### src/rtl/instr_loader.sv
// -----------------------------------------------------------------------------
// instr_loader
//   Boot loader that receives a byte stream and writes it into instruction
//   memory as 32-bit words. While loading, the core is held in reset.
//
//   Stream layout: 16-bit word count N (low byte first), then N words of four
//   bytes each, least significant byte first. When the checksum option is
//   enabled, one more byte follows: the 8-bit sum (mod 256) of all data bytes.
//
//   Build option: define LOADER_CHECKSUM_EN to enable the trailing checksum
//   byte. Without it the CSUM state is never entered and err is tied low.
//
// Parameters
//   INSTR_WORDS : instruction memory depth in 32-bit words (power of two)
//   ADDR_W      : word-address width
//
// Ports
//   clk        : clock, all state changes on the rising edge
//   rst_n      : synchronous active-low reset
//   in_valid   : byte offered on in_data
//   in_data    : boot stream byte
//   in_ready   : loader accepts a byte (high in every loading state)
//   im_we      : one-cycle instruction-memory write strobe
//   im_addr    : word index of the write
//   im_wdata   : word to write
//   cpu_rst_n  : active-low hold for the core, released when the load is done
//   done       : load complete (sticky until reset)
//   err        : load failed (sticky until reset)
// -----------------------------------------------------------------------------
module instr_loader #(
    parameter int INSTR_WORDS = 64,
    parameter int ADDR_W      = $clog2(INSTR_WORDS)
) (
    input  logic              clk,
    input  logic              rst_n,
    input  logic              in_valid,
    input  logic [7:0]        in_data,
    output logic              in_ready,
    output logic              im_we,
    output logic [ADDR_W-1:0] im_addr,
    output logic [31:0]       im_wdata,
    output logic              cpu_rst_n,
    output logic              done,
    output logic              err
);

    typedef enum logic [2:0] {
        LEN_LO = 3'd0,
        LEN_HI = 3'd1,
        DATA   = 3'd2,
        CSUM   = 3'd3,
        DONE   = 3'd4,
        ERROR  = 3'd5
    } state_t;

    state_t            state_reg;
    logic [15:0]       count_reg;     // N, total words in the stream
    logic [15:0]       word_cnt_reg;  // words already written in this stream
    logic [ADDR_W-1:0] addr_reg;      // next word index, wraps naturally
    logic [1:0]        byte_cnt_reg;  // byte position inside the current word
    logic [23:0]       asm_reg;       // first three bytes of the current word
    logic              we_reg;
    logic [ADDR_W-1:0] waddr_reg;
    logic [31:0]       wdata_reg;
    logic              cpu_rst_n_reg;
    logic              done_reg;

    logic              xfer;
    logic [15:0]       len_full;

    assign xfer     = in_valid && in_ready;
    assign len_full = {in_data, count_reg[7:0]};

    // Ready is a pure decode of the state register: no backpressure while loading.
    assign in_ready  = (state_reg == LEN_LO) || (state_reg == LEN_HI) ||
                       (state_reg == DATA)   || (state_reg == CSUM);
    assign im_we     = we_reg;
    assign im_addr   = waddr_reg;
    assign im_wdata  = wdata_reg;
    assign cpu_rst_n = cpu_rst_n_reg;
    assign done      = done_reg;

`ifdef LOADER_CHECKSUM_EN
    logic [7:0] sum_reg;
    logic       err_reg;
    assign err = err_reg;
`else
    assign err = 1'b0;
`endif

    always_ff @(posedge clk) begin
        if (!rst_n) begin
            state_reg     <= LEN_LO;
            count_reg     <= '0;
            word_cnt_reg  <= '0;
            addr_reg      <= '0;
            byte_cnt_reg  <= '0;
            asm_reg       <= '0;
            we_reg        <= 1'b0;
            waddr_reg     <= '0;
            wdata_reg     <= '0;
            cpu_rst_n_reg <= 1'b0;
            done_reg      <= 1'b0;
`ifdef LOADER_CHECKSUM_EN
            sum_reg       <= '0;
            err_reg       <= 1'b0;
`endif
        end else begin
            // Strobe is a single-cycle pulse; only the 4th data byte raises it.
            we_reg <= 1'b0;
            case (state_reg)
                LEN_LO: begin
                    if (xfer) begin
                        count_reg[7:0] <= in_data;
                        state_reg      <= LEN_HI;
                    end
                end
                LEN_HI: begin
                    if (xfer) begin
                        count_reg[15:8] <= in_data;
                        if (len_full != 16'd0) begin
                            state_reg <= DATA;
                        end else begin
`ifdef LOADER_CHECKSUM_EN
                            state_reg <= CSUM;
`else
                            state_reg     <= DONE;
                            done_reg      <= 1'b1;
                            cpu_rst_n_reg <= 1'b1;
`endif
                        end
                    end
                end
                DATA: begin
                    if (xfer) begin
`ifdef LOADER_CHECKSUM_EN
                        sum_reg <= sum_reg + in_data;
`endif
                        byte_cnt_reg <= byte_cnt_reg + 2'd1;
                        asm_reg      <= {in_data, asm_reg[23:8]};
                        if (byte_cnt_reg == 2'd3) begin
                            we_reg       <= 1'b1;
                            waddr_reg    <= addr_reg;
                            wdata_reg    <= {in_data, asm_reg};
                            addr_reg     <= addr_reg + 1'b1;
                            word_cnt_reg <= word_cnt_reg + 16'd1;
                            if (word_cnt_reg == count_reg - 16'd1) begin
`ifdef LOADER_CHECKSUM_EN
                                state_reg <= CSUM;
`else
                                state_reg     <= DONE;
                                done_reg      <= 1'b1;
                                cpu_rst_n_reg <= 1'b1;
`endif
                            end
                        end
                    end
                end
                CSUM: begin
`ifdef LOADER_CHECKSUM_EN
                    if (xfer) begin
                        if (in_data == sum_reg) begin
                            state_reg     <= DONE;
                            done_reg      <= 1'b1;
                            cpu_rst_n_reg <= 1'b1;
                        end else begin
                            state_reg <= ERROR;
                            err_reg   <= 1'b1;
                        end
                    end
`else
                    // Unreachable without the checksum option.
                    state_reg <= LEN_LO;
`endif
                end
                DONE:    state_reg <= DONE;
                ERROR:   state_reg <= ERROR;
                default: state_reg <= LEN_LO;
            endcase
        end
    end

endmodule

### config.mk
export PLATFORM = sky130hd
export DESIGN_NAME = instr_loader
export DESIGN_NICKNAME = d
export VERILOG_FILES = /design/src/rtl/instr_loader.sv
export SDC_FILE = /design/constraint.sdc
export NUM_CORES = 1
export LEC_CHECK = 0
export BUFFER_PORTS_ARGS = -buffer_cell sky130_fd_sc_hd__buf_2
export CORE_ASPECT_RATIO = 0.9
export CORE_MARGIN = 2
export CORE_UTILIZATION = 52
export DETAILED_ROUTE_END_ITERATION = 6
export MAX_ROUTING_LAYER = met4
export PLACE_DENSITY = 0.75
export SYNTH_ARGS = -nofsm -noshare
export SYNTH_HDL_FRONTEND = slang
export SYNTH_SLANG_ARGS = --single-unit
### constraint.sdc
create_clock -name clk -period 2.2 [get_ports clk]
set_clock_uncertainty 0.15 [all_clocks]
set_input_delay 0.11 -clock clk [delete_from_list [all_inputs] [get_ports clk]]
set_output_delay 0.11 -clock clk [all_outputs]
set_load 0.05 [all_outputs]
==> impl_metrics.yaml <==
finish:
  seqCellArea_mm2: 0.002146
  layout_common_cells: "180 x nand2_1, 104 x dfxtp_1, 85 x a21oi_1"
  fillCellCount: 770
  nets: 650
  largest_register_ffs: 32
  final_common_cell: "nand2_1"
  final_core_util_pct: 62.88
  syn_to_final_growth_pct: 18.53
  antenna_cells: 0
  multi_input_area_mm2: 0.002248
  drive_above_1_share_pct: 17.87
  layoutNonFillerInstCount: 757
global_routing:
  track_usage_pct: 23.58
  grt-ovfl-total: 0
  grt_pass1_vias: 3604
  grt_pass1_wl_mm: 17.15
  grt_max_degree: 43
  antenna_found_initial: 0
hold_path:
  hold_start: "in_valid"
  hold_depth: 5
  hold_path_end: "state_reg[0]"
  worstHoldPathType: "primary input to register"
timing:
  timing.hold.ws_ns: 0.2172
  rsz0062_at_grt: "true"
  fin_crit_sh_pct: 103.0
  finalSetupViolCount: 2
  slew_headroom_pct: 54.91
  period_needed_ns: 2.267
  timing.final.ws_setup_ns: -0.06684
  finalHoldViolCount: 0
  max_freq_mhz: 441.1
  slew_violations: 0
  tightest_slew_ns: 0.6739
setup_path:
  cp_max_fo: 4
  worstSetupEndpointType: "register"
  r2r_setup_slack_ns: -0.07
  critPathKind: "register to register"
  r2r_start: "count_reg[1]"
  required_ns: 2.32
  timing.rr.end: "state_reg[0]"
  start_kind: "register"
  r2r_cells: 9
  worst_ep_arrival_time_ns: 2.39
placement:
  gp_congestion: 0.9392
  port-buffer-count: 52
  dp_hpwl_mm: 7.200
  placed_cells: 732
  place_ws_ns: -0.1056
power:
  p_leak_nw: 2.081
  power.density_mw_per_mm2: 679.5
  vdd_ir_drop_max_mv: 0.3083
  p_switching_mw: 1.024
  pwr-share-comb_pct: 13.6
  internal-power_mw: 2.602
  seq_power_share_pct: 55.1
  switching_share_pct: 28.25
  power_mw: 3.627
  clockPowerShare_pct: 31.3
clocking:
  cts_tree: "yes"
  clock_path_buffers: 2
  clk_pin_slew_worst_paths_ns: 0.10
  cts-root-buf: "clkbuf_8"
  cts_sinks: 107
  cts_buffers: 9
  clk_latency_ns: 0.38
  cts-htree-levels: 3
routing:
  wl_mm: 10.33
  vias: 4001
  via_per_inst: 5.285
  first_pass_iters: 5
  drtIter0Drc: 269
  detail-route-antenna-nets: 0
  drc: 0
  wl_per_cell_um: 13.64
logic_synthesis:
  synth_cell_types: 44
  synthCells: 569
  yosysWarningCount: 0
  syn_area_per_cell_um2: 7.914
  syn_area_mm2: 0.004503
  synth_nets: 585
  yosysSeqAreaShare_pct: 47.57
  yosys_register_bits: 107
die:
  core_area_mm2: 0.008488
  initial_core_util_pct: 53.05
  die_w_um: 102.1
  row_count: 32
  boundaryPins: 54
  die_area_mm2: 0.009421
  die_h_um: 92.28
job:
  cap_violations: 0
outcome:
  run_status: "finished, violations left"
  violations: "setup timing"
==> stage by stage <==
step / area, um2 / setup TNS [ns]
3_3_place_gp: 4996 / -0.007601
5_1_grt: 5338 / -0.3807
4_1_cts: 5290 / -0.0009630
6_report: 5338 / -0.08513
3_5_place_dp: 4996 / -0.1199
2_1_floorplan: 4504 / 0
==> cells in the mapped netlist, drive strengths merged <==
library cell | count | area [um2]
and3 | 4 | 25.02
a21oi | 85 | 425.4
o31ai | 3 | 22.52
and4b | 1 | 10.01
or4b | 1 | 10.01
o31a | 1 | 8.760
nor3 | 9 | 66.32
mux2i | 2 | 20.02
ha | 5 | 62.56
a41oi | 1 | 8.760
buf | 13 | 61.31
o211ai | 1 | 7.510
a211oi | 4 | 30.03
or3 | 4 | 30.03
xnor2 | 11 | 96.34
and4bb | 1 | 12.51
inv | 6 | 22.52
nor2 | 31 | 116.4
o21a | 1 | 7.510
nand3b | 1 | 7.510
nor4b | 1 | 15.01
nand2 | 180 | 675.7
conb | 1 | 3.750
clkbuf | 22 | 82.58
dfxtp | 107 | 2142
nand4 | 13 | 81.33
nand2b | 3 | 18.77
o21ai | 9 | 45.04
a31o | 1 | 8.760
and2 | 4 | 26.28
a31oi | 1 | 6.260
o311ai | 1 | 8.760
nand3 | 11 | 55.05
xor2 | 26 | 227.7
nor4 | 4 | 55.05
==> what timing repair did <==
action,CTS,global route
hold buffers,9,0
hold endpoints to repair,37,0
setup endpoints to repair,3,8
resized for setup,5,10
setup buffers,0,1
pin swaps,1,7
==> critical path: stages (launching register included) <==
cell and delay (ns):
dfxtp_2 0.35, inv_2 0.05, buf_6 0.11, ha_4 0.25, xor2_1 0.16, nand4_1 0.12, nor4_2 0.30, nand4_1 0.13
o31a_1 0.35, a31o_1 0.19
==> power groups by stage <==
stage | clock [mW] | combinational [mW] | sequential, mW
finish | 1.13 | 0.494 | 2.00
global route | 1.24 | 0.541 | 2.00
CTS | 1.16 | 0.479 | 2.00
detailed placement | 0 | 0.457 | 2.04
global placement | 0 | 0.442 | 2.04
floorplan | 0 | 0.316 | 2.05
==> logic make-up after synthesis <==
| logic type | Yosys count | share of synthesized area, % |
|---|---|---|
| fa+ha+maj | 5 | 1.389 |
| flops | 107 | 47.57 |
| other cells | 1 | 0.08328 |
| simple gates | 268 | 26.76 |
| compound gates | 108 | 12.87 |
| xor+xnor | 37 | 7.196 |
| mux | 2 | 0.4446 |
| buf+inv | 41 | 3.695 |
==> per-layer routing <==
layer | global-route usage, % | wire length (um)
met5 | - | 0
met2 | 35.42 | 4849
met4 | 6.556 | 150
met1 | 31.90 | 4796
met3 | 5.564 | 533
==> worst max path at each step <==
stage	cells past startpoint	endpoint	slack, ns	start
floorplan	7	state_reg[0]	0.03	count_reg[6]
global placement	9	state_reg[0]	-0.008	count_reg[0]
detailed placement	9	state_reg[0]	-0.11	count_reg[1]
CTS	7	state_reg[0]	-0.001	count_reg[6]
global route	9	state_reg[0]	-0.16	count_reg[0]
finish	9	state_reg[0]	-0.07	count_reg[1]
==> final cells by class <==
type	count	area share (%)
clock buffers	9	2.321
clock inverters	6	1.031
inverters	6	0.4219
multi-input cells	421	42.12
flip-flops and latches	107	40.20
well taps	119	2.790
repair buffers	89	11.11
Power figures use the tool's default switching activity.
